<file path="config.mk">
export PLATFORM = sky130hd
export DESIGN_NAME = alu_seq
export DESIGN_NICKNAME = d
export VERILOG_FILES = /design/src/rtl/alu_seq.sv
export SDC_FILE = /design/constraint.sdc
export NUM_CORES = 1
export LEC_CHECK = 0
export ABC_AREA = 1
export BUFFER_PORTS_ARGS = -buffer_cell sky130_fd_sc_hd__buf_4
export CAP_MARGIN = 20
export CELL_PAD_IN_SITES_DETAIL_PLACEMENT = 0
export CELL_PAD_IN_SITES_GLOBAL_PLACEMENT = 2
export CORE_MARGIN = 10
export CORE_UTILIZATION = 34
export DETAILED_ROUTE_END_ITERATION = 6
export PLACE_DENSITY = 0.92
export RECOVER_POWER = 25
export SLEW_MARGIN = 10
export SYNTH_ARGS = -nofsm -noshare
export SYNTH_HDL_FRONTEND = slang
export SYNTH_SLANG_ARGS = --single-unit
</file>
<file path="constraint.sdc">
create_clock -name clk -period 2.8 [get_ports clk]
set_clock_uncertainty 0.2 [all_clocks]
set_input_delay 0 -clock clk [delete_from_list [all_inputs] [get_ports clk]]
set_output_delay 0 -clock clk [all_outputs]
set_load 0.1 [all_outputs]
</file>
<file path="src/rtl/alu_seq.sv">
// alu_seq: handshaked RV32I integer ALU with registered result and zero flag.
//
// Decodes the raw RISC-V control fields (ALUOp, funct3, funct7b5, opb5) and
// executes the base integer ALU ops in one cycle. When the ALU_MEXT_EN macro
// is defined, the M-extension ops (ALUOp=10, opb5=1, funct7b0=1) are also
// executed. They use an iterative shift-add multiplier or a restoring divider
// that processes one bit per cycle over operand magnitudes, with a sign
// fixup applied at the end. Without ALU_MEXT_EN, funct7b0 is ignored.
//
// Ports:
//   clk, rst_n            core clock (rising edge), async active-low reset
//   in_valid / in_ready   request handshake; fields sampled on accept only
//   ALUOp, funct3,        decode fields (funct7b5 = instr[30],
//   funct7b5, funct7b0,   funct7b0 = instr[25], opb5 = op[5])
//   opb5
//   src_a, src_b          XLEN-bit operands
//   out_valid / out_ready result handshake
//   result, zero          registered result and (result == 0)
module alu_seq #(
    parameter int XLEN = 32
) (
    input  logic            clk,
    input  logic            rst_n,
    input  logic            in_valid,
    output logic            in_ready,
    input  logic [1:0]      ALUOp,
    input  logic [2:0]      funct3,
    input  logic            funct7b5,
    input  logic            funct7b0,
    input  logic            opb5,
    input  logic [XLEN-1:0] src_a,
    input  logic [XLEN-1:0] src_b,
    output logic            out_valid,
    input  logic            out_ready,
    output logic [XLEN-1:0] result,
    output logic            zero
);

    localparam int SHW = $clog2(XLEN);

`ifdef ALU_MEXT_EN
    typedef enum logic [1:0] {IDLE = 2'd0, CALC = 2'd1, DONE = 2'd2} state_e;
`else
    typedef enum logic [1:0] {IDLE = 2'd0, DONE = 2'd2} state_e;
`endif

    state_e          state_q, state_d;
    logic [XLEN-1:0] result_q, result_d;
    logic            zero_q, zero_d;
    logic            accept;
    logic [XLEN-1:0] base_res;
    logic [SHW-1:0]  shamt;

    assign shamt     = src_b[SHW-1:0];
    assign in_ready  = (state_q == IDLE) || ((state_q == DONE) && out_ready);
    assign accept    = in_valid && in_ready;
    assign out_valid = (state_q == DONE);
    assign result    = result_q;
    assign zero      = zero_q;

    // Single-cycle base ALU, decoded straight from the request fields.
    always_comb begin
        base_res = src_a + src_b;
        if (ALUOp == 2'b01) begin
            base_res = src_a - src_b;
        end else if (ALUOp == 2'b10) begin
            case (funct3)
                3'b000:  base_res = (funct7b5 && opb5) ? src_a - src_b : src_a + src_b;
                3'b001:  base_res = src_a << shamt;
                3'b010:  base_res = {{(XLEN-1){1'b0}}, $signed(src_a) < $signed(src_b)};
                3'b011:  base_res = {{(XLEN-1){1'b0}}, src_a < src_b};
                3'b100:  base_res = src_a ^ src_b;
                3'b101:  base_res = funct7b5 ? $unsigned($signed(src_a) >>> shamt)
                                             : src_a >> shamt;
                3'b110:  base_res = src_a | src_b;
                default: base_res = src_a & src_b;
            endcase
        end
    end

`ifdef ALU_MEXT_EN
    logic [SHW-1:0]    cnt_q, cnt_d;
    // hi/lo form the double-width accumulator: {partial product, multiplier}
    // for multiply, {partial remainder, dividend/quotient} for divide.
    logic [XLEN-1:0]   hi_q, hi_d, lo_q, lo_d;
    logic [XLEN-1:0]   opd_q, opd_d;      // multiplicand or divisor magnitude
    logic [XLEN-1:0]   a_q, a_d;          // raw src_a for the divide special cases
    logic [2:0]        mop_q, mop_d;
    logic              neg_q, neg_d, rneg_q, rneg_d, dz_q, dz_d, ovf_q, ovf_d;
    logic              is_mop, a_signed, b_signed, sign_a, sign_b;
    logic [XLEN-1:0]   a_mag, b_mag;
    logic [XLEN:0]     mul_sum, div_sh, div_diff;
    logic [XLEN-1:0]   hi_n, lo_n, quo, rem, m_res;
    logic [2*XLEN-1:0] prod, prod_s;

    assign is_mop   = (ALUOp == 2'b10) && opb5 && funct7b0;
    assign a_signed = funct3 inside {3'b000, 3'b001, 3'b010, 3'b100, 3'b110};
    assign b_signed = funct3 inside {3'b000, 3'b001, 3'b100, 3'b110};
    assign sign_a   = a_signed && src_a[XLEN-1];
    assign sign_b   = b_signed && src_b[XLEN-1];
    assign a_mag    = sign_a ? ('0 - src_a) : src_a;
    assign b_mag    = sign_b ? ('0 - src_b) : src_b;

    // One iteration of the multiply/divide step, plus the final sign fixup
    // applied to the post-iteration values so the last step lands in DONE.
    always_comb begin
        mul_sum  = {1'b0, hi_q} + (lo_q[0] ? {1'b0, opd_q} : '0);
        div_sh   = {hi_q, lo_q[XLEN-1]};
        div_diff = div_sh - {1'b0, opd_q};
        if (mop_q[2]) begin
            // Restoring step: keep the shifted remainder if the trial subtract borrows.
            hi_n = div_diff[XLEN] ? div_sh[XLEN-1:0] : div_diff[XLEN-1:0];
            lo_n = {lo_q[XLEN-2:0], ~div_diff[XLEN]};
        end else begin
            hi_n = mul_sum[XLEN:1];
            lo_n = {mul_sum[0], lo_q[XLEN-1:1]};
        end
        prod   = {hi_n, lo_n};
        prod_s = neg_q ? ('0 - prod) : prod;
        quo    = neg_q ? ('0 - lo_n) : lo_n;
        rem    = rneg_q ? ('0 - hi_n) : hi_n;
        if (dz_q) begin
            quo = '1;
            rem = a_q;
        end else if (ovf_q) begin
            quo = a_q;
            rem = '0;
        end
        case (mop_q)
            3'b000:                 m_res = prod_s[XLEN-1:0];
            3'b001, 3'b010, 3'b011: m_res = prod_s[2*XLEN-1:XLEN];
            3'b100, 3'b101:         m_res = quo;
            default:                m_res = rem;
        endcase
    end
`else
    logic unused_funct7b0;
    assign unused_funct7b0 = funct7b0;
`endif

    always_comb begin
        // NOTE: every next-state signal gets a default first so no path leaves it unassigned (no latches).
        state_d  = state_q;
        result_d = result_q;
        zero_d   = zero_q;
`ifdef ALU_MEXT_EN
        cnt_d  = cnt_q;
        hi_d   = hi_q;
        lo_d   = lo_q;
        opd_d  = opd_q;
        a_d    = a_q;
        mop_d  = mop_q;
        neg_d  = neg_q;
        rneg_d = rneg_q;
        dz_d   = dz_q;
        ovf_d  = ovf_q;
`endif
        case (state_q)
            IDLE, DONE: begin
                if (accept) begin
`ifdef ALU_MEXT_EN
                    if (is_mop) begin
                        state_d = CALC;
                        cnt_d   = SHW'(XLEN - 1);
                        hi_d    = '0;
                        lo_d    = funct3[2] ? a_mag : b_mag;
                        opd_d   = funct3[2] ? b_mag : a_mag;
                        a_d     = src_a;
                        mop_d   = funct3;
                        neg_d   = sign_a ^ sign_b;
                        rneg_d  = sign_a;
                        dz_d    = funct3[2] && (src_b == '0);
                        ovf_d   = funct3[2] && !funct3[0] && (src_b == '1)
                                  && (src_a == {1'b1, {(XLEN-1){1'b0}}});
                    end else
`endif
                    begin
                        state_d  = DONE;
                        result_d = base_res;
                        zero_d   = (base_res == '0);
                    end
                end else if ((state_q == DONE) && out_ready) begin
                    state_d = IDLE;
                end
            end
`ifdef ALU_MEXT_EN
            CALC: begin
                hi_d  = hi_n;
                lo_d  = lo_n;
                cnt_d = cnt_q - SHW'(1);
                if (cnt_q == '0) begin
                    state_d  = DONE;
                    result_d = m_res;
                    zero_d   = (m_res == '0);
                end
            end
`endif
            default: state_d = IDLE;
        endcase
    end

    // NOTE: sequential state uses non-blocking assignments so every register samples pre-edge values.
    always_ff @(posedge clk or negedge rst_n) begin
        if (!rst_n) begin
            state_q  <= IDLE;
            result_q <= '0;
            zero_q   <= 1'b0;
`ifdef ALU_MEXT_EN
            // NOTE: the iterative accumulators are reset too, so an op aborted by reset leaves no residue.
            cnt_q  <= '0;
            hi_q   <= '0;
            lo_q   <= '0;
            opd_q  <= '0;
            a_q    <= '0;
            mop_q  <= '0;
            neg_q  <= 1'b0;
            rneg_q <= 1'b0;
            dz_q   <= 1'b0;
            ovf_q  <= 1'b0;
`endif
        end else begin
            state_q  <= state_d;
            result_q <= result_d;
            zero_q   <= zero_d;
`ifdef ALU_MEXT_EN
            cnt_q  <= cnt_d;
            hi_q   <= hi_d;
            lo_q   <= lo_d;
            opd_q  <= opd_d;
            a_q    <= a_d;
            mop_q  <= mop_d;
            neg_q  <= neg_d;
            rneg_q <= rneg_d;
            dz_q   <= dz_d;
            ovf_q  <= ovf_d;
`endif
        end
    end

endmodule

</file>
==> results of run 1 <==
## layer usage
metal	vias to the layer above	GRT usage	share of wire
met5	-	0	0.00020
met4	2	0.145	0.056
met3	199	0.0495	0.10
met2	1123	0.449	0.42
met1	8415	0.385	0.42
li1	8754	-	-
## kinds of logic after synthesis
| family | Yosys count | share of synthesized area |
|---|---|---|
| xor gates and xnor gates | 6 | 0.00411 |
| adders and majority gates | 108 | 0.107 |
| AOI/OAI and AO/OA | 311 | 0.136 |
| DFF | 34 | 0.0666 |
| buffers and inverters | 425 | 0.143 |
| and+or+nand+nor | 1588 | 0.544 |
## worst reg2reg max path, cell delays in order (launching register included)
cell     delay [ps]
dfrtp_1         380
nand2_2          90
nand2_1          60
inv_1           390
nand2_1         230
nor2_1          130
nand2_1          60
nor2_1          100
nand4_1          90
nand2_1          60
## layout make-up
type | count | area share
flip-flops and latches | 34 | 0.0505
clock buffers | 6 | 0.00824
repair buffers | 491 | 0.225
well taps | 504 | 0.0374
multi-input cells | 2013 | 0.611
inverters | 300 | 0.0670
clock inverters | 2 | 0.000742
## through the flow
stage | setup slack [ps] | hold slack, ps | power (mW) | TNS, ps
after detailed placement | -285 | -218 | 5.02 | -769
after global routing | -37.1 | 38.9 | 6.12 | -37.1
after global placement | -340 | -232 | 4.99 | -781
final | 153 | 4.90 | 5.76 | 0
after floorplan | 131 | -496 | 3.27 | 0
after CTS | 1.39 | 0.270 | 5.64 | 0
## synthesized netlist by cell type (22+ instances only)
cell | n | area share
nor2_1 | 197 | 0.058
nand2_2 | 31 | 0.015
o21ai_0 | 79 | 0.031
inv_1 | 285 | 0.084
buf_2 | 54 | 0.021
nand3_1 | 478 | 0.19
ha_1 | 106 | 0.10
nand2_1 | 782 | 0.23
a31oi_1 | 22 | 0.011
dfrtp_1 | 34 | 0.067
a21oi_1 | 153 | 0.060
clkbuf_1 | 34 | 0.010
## power by group
part / total (mW) / switching [mW] / internal [mW]
logic: 4.53 / 3.01 / 1.52
clock network: 0.591 / 0.238 / 0.353
registers: 0.646 / 0.0543 / 0.591
total: 5.76 / 3.30 / 2.46
## flip-flops by register name (all words and copies together) (netlist names)
signal and cells:
result 32, state_q 1, zero 1
## worst paths after layout
path / to / slack [ps] / depth (start not counted) / start
worst max-delay path: zero / 150 / 20 / src_b[19]
max in group asynchronous: result[18] / 650 / 2 / rst_n
min in group asynchronous: result[2] / 600 / 2 / rst_n
worst min-delay path: result[16] / 5 / 5 / in_valid
worst min register to register: result[28] / 280 / 2 / result[28]
worst max register to register: zero / 940 / 9 / state_q[1]
## what timing repair did
| action | CTS | global route |
|---|---|---|
| buffers inserted | 0 | 2 |
| endpoints found under the setup margin | 0 | 8 |
| gates resized for setup | 0 | 59 |
| hold buffers | 3 | 0 |
| endpoints found under the hold margin | 35 | 0 |
==> results.md, run 1 <==
* Global Route Usage Sum at 0.291
* Die Span Y at 214 um
* Failing checks: DRC, capacitance limit, slew limit
* Crit-path cells: buf_4 > inv_1 > ha_1 > nand2_1 > buf_4 > nor2_1 > nand2_1 > nor3b_1 > nand2_1 > nand2_1 > nand2_1 > and2_1 > o21ai_1 > inv_1 > nand2_1 > nor2_2 > nand2_1 > nor2_1 > nand4_1 > nand2_1
* Placed inst area at 16500 um^2
* Commonest non-fill, non-tap cell in the layout: nand2_1
* Core box area at 36900 um^2
* Slew Limit Fails at 35
* Max-slew headroom at -0.312
* Final Core Density at 0.457
* Synth unique cells at 50
* Initial Utilization at 0.346
* Initial antenna violation count at 1
* Max-cap violations at 1
* Most frequent cells in the layout: 766 x nand2_1, 478 x buf_4, 474 x nand3_1, 284 x inv_1, 182 x nor2_1
* HPWL after DPL at 56900 um
* Grt ovf at 0
* P per Cell Area at 342 nW/um^2
* Fill count at 4008
* DRC Markers at 1
* WL/cell at 20.5 um
* Post-DR vias/cell at 5.52
* FMAX at 378 MHz
* Worst-Skew Late Latency at 290 ps
* Tmin final at 2650 ps
* Die Footprint at 45700 um^2
* Final setup vio count at 0
* Number of synthesized register bits at 34
* CTS tree: done
* Clk buf depth at 2
* CP bufs+invs at 4
* NumNets Final at 3029
* Post-synth ARST share at 1.00
* Via count at 18493
* WS Path Type: primary input to register
* Syn Nets at 2656
* Clock Sinks at 34
* Share of cells above drive strength 1 at 0.222
* CP top delay family: simple AND/OR/NAND/NOR gates
* Global-route wire length before repair at 102000 um
* Root buf cell: clkbuf_16
* Dpl cells at 3337
* Final Cell Area at 16900 um^2
* Largest net degree at the start of global routing at 68
* Startpoint Class: primary input
* Reg area at 851 um^2
* Slowest CP cell: ha_1
* Routability cong. at 1.09
* Worst EP arrival at 2630 ps
* Antenna viol nets, final at 0
* Critical Path Max Stage Delay at 500 ps
* Site Rows at 70
* Die width at 214 um
* Vias in the first global route at 17102
* IO Pins at 111
* Routed WL at 68600 um
* Period utilization at 0.946
* Post-Syn Area at 12800 um^2
* Antenna Cells at 0
* Worst Setup End Kind: register
* Syn avg cell area at 5.17 um^2
* Clk slew on worst S/H paths at 60 ps
* IO Port Bufs at 109
* DRT iter0 DRCs at 2281
* Ys Warns at 0
* Number of flops mapped to enable cells by yosys at 0
* Num CTS Buffers at 5
* Top_reg_cell synth: dfrtp_1
* VDD IR max at 0.237 mV
* Maximum fanout along the worst path at 8
* DR pass1 iterations at 7
* Final Hold Vio Count at 0
* Gate Count Post-Synth at 2472
* CP dominant cell by count: nand2_1
* Register area share after synthesis at 0.0666
* Non-filler instance count after layout at 3350
* CP Data Required Time at 2780 ps
* Multi-input logic area at 10300 um^2
* Area Overhead vs Synth at 31.9%
* LEAKAGE at 9.40 nW
* Worst hold path type: primary input to register
* Outcome: complete, but fails checks
* Max H-tree Level at 2
* Worst-margin pin slew at 1970 ps
(Power assumes the default switching activity.)
==> run 2, diff against run 1 <==
- PLACE_DENSITY: 0.92 -> 0.89
==> run 2 against run 1 <==
Compared with the run above:
- the run now ends clean
- global-route usage up 3.6 points
- clock power rose by 19%
- cell area up 7.0%
- combinational power grew 6.2%
- final cell count grew 4.3%
- via count grew 0.99%
- critical path depth rose by 4
- utilization increased by 3.2 points
- maximum frequency shrank 1.1%
- hold slack better by 170 ps
- highest routed layer is now met4
==> results.md, run 2 (synthesis gave the netlist of run 1 again) <==
* Outcome: complete, no violations
* Vias in the first global route at 17925 (+4.8%)
* Slowest CP cell: ha_1
* Most frequent cells in the layout: 761 x nand2_1, 586 x buf_4, 470 x nand3_1, 283 x inv_1, 183 x nor2_1
* Global Route Usage Sum at 0.327 (+0.0357)
* FMAX at 373 MHz (-1.1%)
* Worst EP arrival at 2730 ps (+100 ps)
* Routed WL at 76100 um (+11%)
* Clock network power share at 0.114 (+0.011)
* Worst hold path type: primary input to register
* Die width at 214 um (unchanged)
* IO Port Bufs at 109 (unchanged)
* Net Sw Power at 3.48 mW (+5.5%)
* NumNets Final at 3172 (+4.7%)
* Register share of total power at 0.105 (-0.007)
* Slew Limit Fails at 0 (-100%)
* CP dominant cell by count: nand2_1
* Worst hold slack at 170 ps (+165 ps)
* LEAKAGE at 10.0 nW (+6.7%)
* Die Span Y at 214 um (unchanged)
* CP Data Required Time at 2850 ps (+70 ps)
* Share of cells above drive strength 1 at 0.256 (+0.0339)
* Placed inst area at 17600 um^2 (+7.1%)
* Grt ovf at 0 (unchanged)
* Antenna Cells at 0 (unchanged)
* Initial Utilization at 0.346 (unchanged)
* VDD IR max at 0.204 mV (-14%)
* Area Overhead vs Synth at 41.2%
* WL/cell at 21.8 um (+6.5%)
* Root buf cell: clkbuf_16
* Sw frac at 0.565 (-0.00787)
* Max-cap violations at 0 (-1)
* Period utilization at 0.956 (+0.0108)
* Multi-input logic area at 10400 um^2 (+0.63%)
* Setup TNS at 0 ps (unchanged)
* Max reg flops at 32 (unchanged)
* Clk slew on worst S/H paths at 70 ps (about the same)
* DRC Markers at 0 (-1)
* Max H-tree Level at 2 (unchanged)
* Worst Setup End Kind: register
* Startpoint Class: primary input
* Fill count at 4134 (+3.1%)
* Commonest non-fill, non-tap cell in the layout: nand2_1
* Final Hold Vio Count at 0 (unchanged)
* Combinational fraction of design power at 0.780 (-0.005)
* Dpl cells at 3477 (+4.2%)
* Die Footprint at 45700 um^2 (unchanged)
* Global-route wire length before repair at 112000 um (+9.0%)
* Internal Power at 2.68 mW (+8.9%)
* Core box area at 36900 um^2 (unchanged)
* DR pass1 iterations at 6 (-1)
* Reg area at 851 um^2 (unchanged)
* Post-DR vias/cell at 5.35 (-3.1%)
* CTS tree: done
* Antenna viol nets, final at 0 (unchanged)
* Clk buf depth at 2 (unchanged)
* WS Path Type: primary input to register
* Via count at 18677 (+0.99%)
* Site Rows at 70 (unchanged)
* DRT iter0 DRCs at 2079 (-8.9%)
* Final setup vio count at 0 (unchanged)
* Non-filler instance count after layout at 3493 (+4.3%)
* Max-slew headroom at 0.179 (+0.491)
* Critical Path Max Stage Delay at 210 ps (-290 ps)
* Maximum fanout along the worst path at 5 (-3)
* Clock Sinks at 34 (unchanged)
* Worst-margin pin slew at 1240 ps (-732 ps)
* P per Cell Area at 342 nW/um^2 (about the same)
* Num CTS Buffers at 5 (unchanged)
* Routability cong. at 1.05 (-3.3%)
* Final Cell Area at 18000 um^2 (+7.0%)
* Initial antenna violation count at 0 (-1)
* Tmin final at 2680 ps (+30.4 ps)
* HPWL after DPL at 64000 um (+12%)
* IO Pins at 111 (unchanged)
* Worst-Skew Late Latency at 310 ps (+20 ps)
* Crit-path cells: buf_4 > buf_4 > ha_1 > buf_4 > nand2_1 > nand2_1 > nand2_1 > nand2_1 > inv_1 > nand3_2 > buf_4 > nand2_1 > nand3_1 > nand3_1 > nand3_1 > nand2_2 > nand2_1 > nor2_1 > nand2_1 > nor2_2 > nand2_1 > nor2_2 > nand4_1 > nand2_1
* Largest net degree at the start of global routing at 76 (+12%)
run 2: changes by cell type in the layout (fill, tap and decap cells not counted), sizes merged:
cell and change:
buf +116, clkbuf +23, dlygate4sd3 +3, bufinv +1, clkinv -1, clkinvlp +1
run 2: worst max-delay path, delay by kind of cell:
family | cells | cell delay [ps]
buffers and inverters | 5 | 690
AND/OR/NAND/NOR | 18 | 1840
adder cells (fa/ha/maj) | 1 | 210
run 2: power by group through the flow:
stage / Combinational (mW) / Clock, mW / Sequential (mW)
6_report: 4.81 / 0.705 / 0.649
5_1_grt: 5.15 / 0.730 / 0.660
4_1_cts: 4.74 / 0.709 / 0.651
3_5_place_dp: 4.71 / 0 / 0.658
3_3_place_gp: 4.70 / 0 / 0.651
2_1_floorplan: 1.88 / 0 / 1.39
run 2: final timing paths:
| kind | cells past startpoint | startpoint | end | slack (ps) |
|---|---|---|---|---|
| worst max register to register | 6 | state_q[1] | result[2] | 930 |
| worst min-delay path | 7 | funct3[2] | result[7] | 170 |
| worst max-delay path | 24 | src_a[6] | zero | 120 |
| worst min register to register | 2 | result[31] | result[31] | 280 |
| min in group asynchronous | 3 | rst_n | result[5] | 530 |
| max in group asynchronous | 4 | rst_n | result[2] | 880 |
run 2: per-stage QoR:
| step | power (mW) | utilization | setup slack (ps) |
|---|---|---|---|
| global route | 6.54 | 0.489 | -33.3 |
| finish | 6.17 | 0.489 | 122 |
| global placement | 5.35 | 0.478 | -439 |
| CTS | 6.10 | 0.485 | 4.78 |
| detailed placement | 5.37 | 0.478 | -379 |
| floorplan | 3.27 | - | 131 |
run 2: metal layers:
layer  vias to the layer above  wire [um]  part of all wire  global-route usage
met5                         -          0                 0                   0
met4                         0       4310             0.057               0.162
met3                       167       6300             0.083              0.0441
met2                       905      32400              0.43               0.504
met1                      8561      33100              0.44               0.439
li1                       9044          -                 -                   -
run 2: timing repair:
| item | CTS | global route |
|---|---|---|
| hold buffers | 6 | 0 |
| gates resized for setup | 6 | 67 |
| buffers inserted | 0 | 2 |
| pin swaps | 0 | 4 |
| hold endpoints to repair | 38 | 0 |
| endpoints found under the setup margin | 1 | 8 |
run 2: area by class of cell:
cell class                 count  share of cell area
multi-input combinational   2013               0.575
timing repair buffer         634               0.271
tap                          504              0.0350
clock buffer                   5             0.00694
inverter                     300              0.0626
clock inverter                 3             0.00250
sequential                    34              0.0472
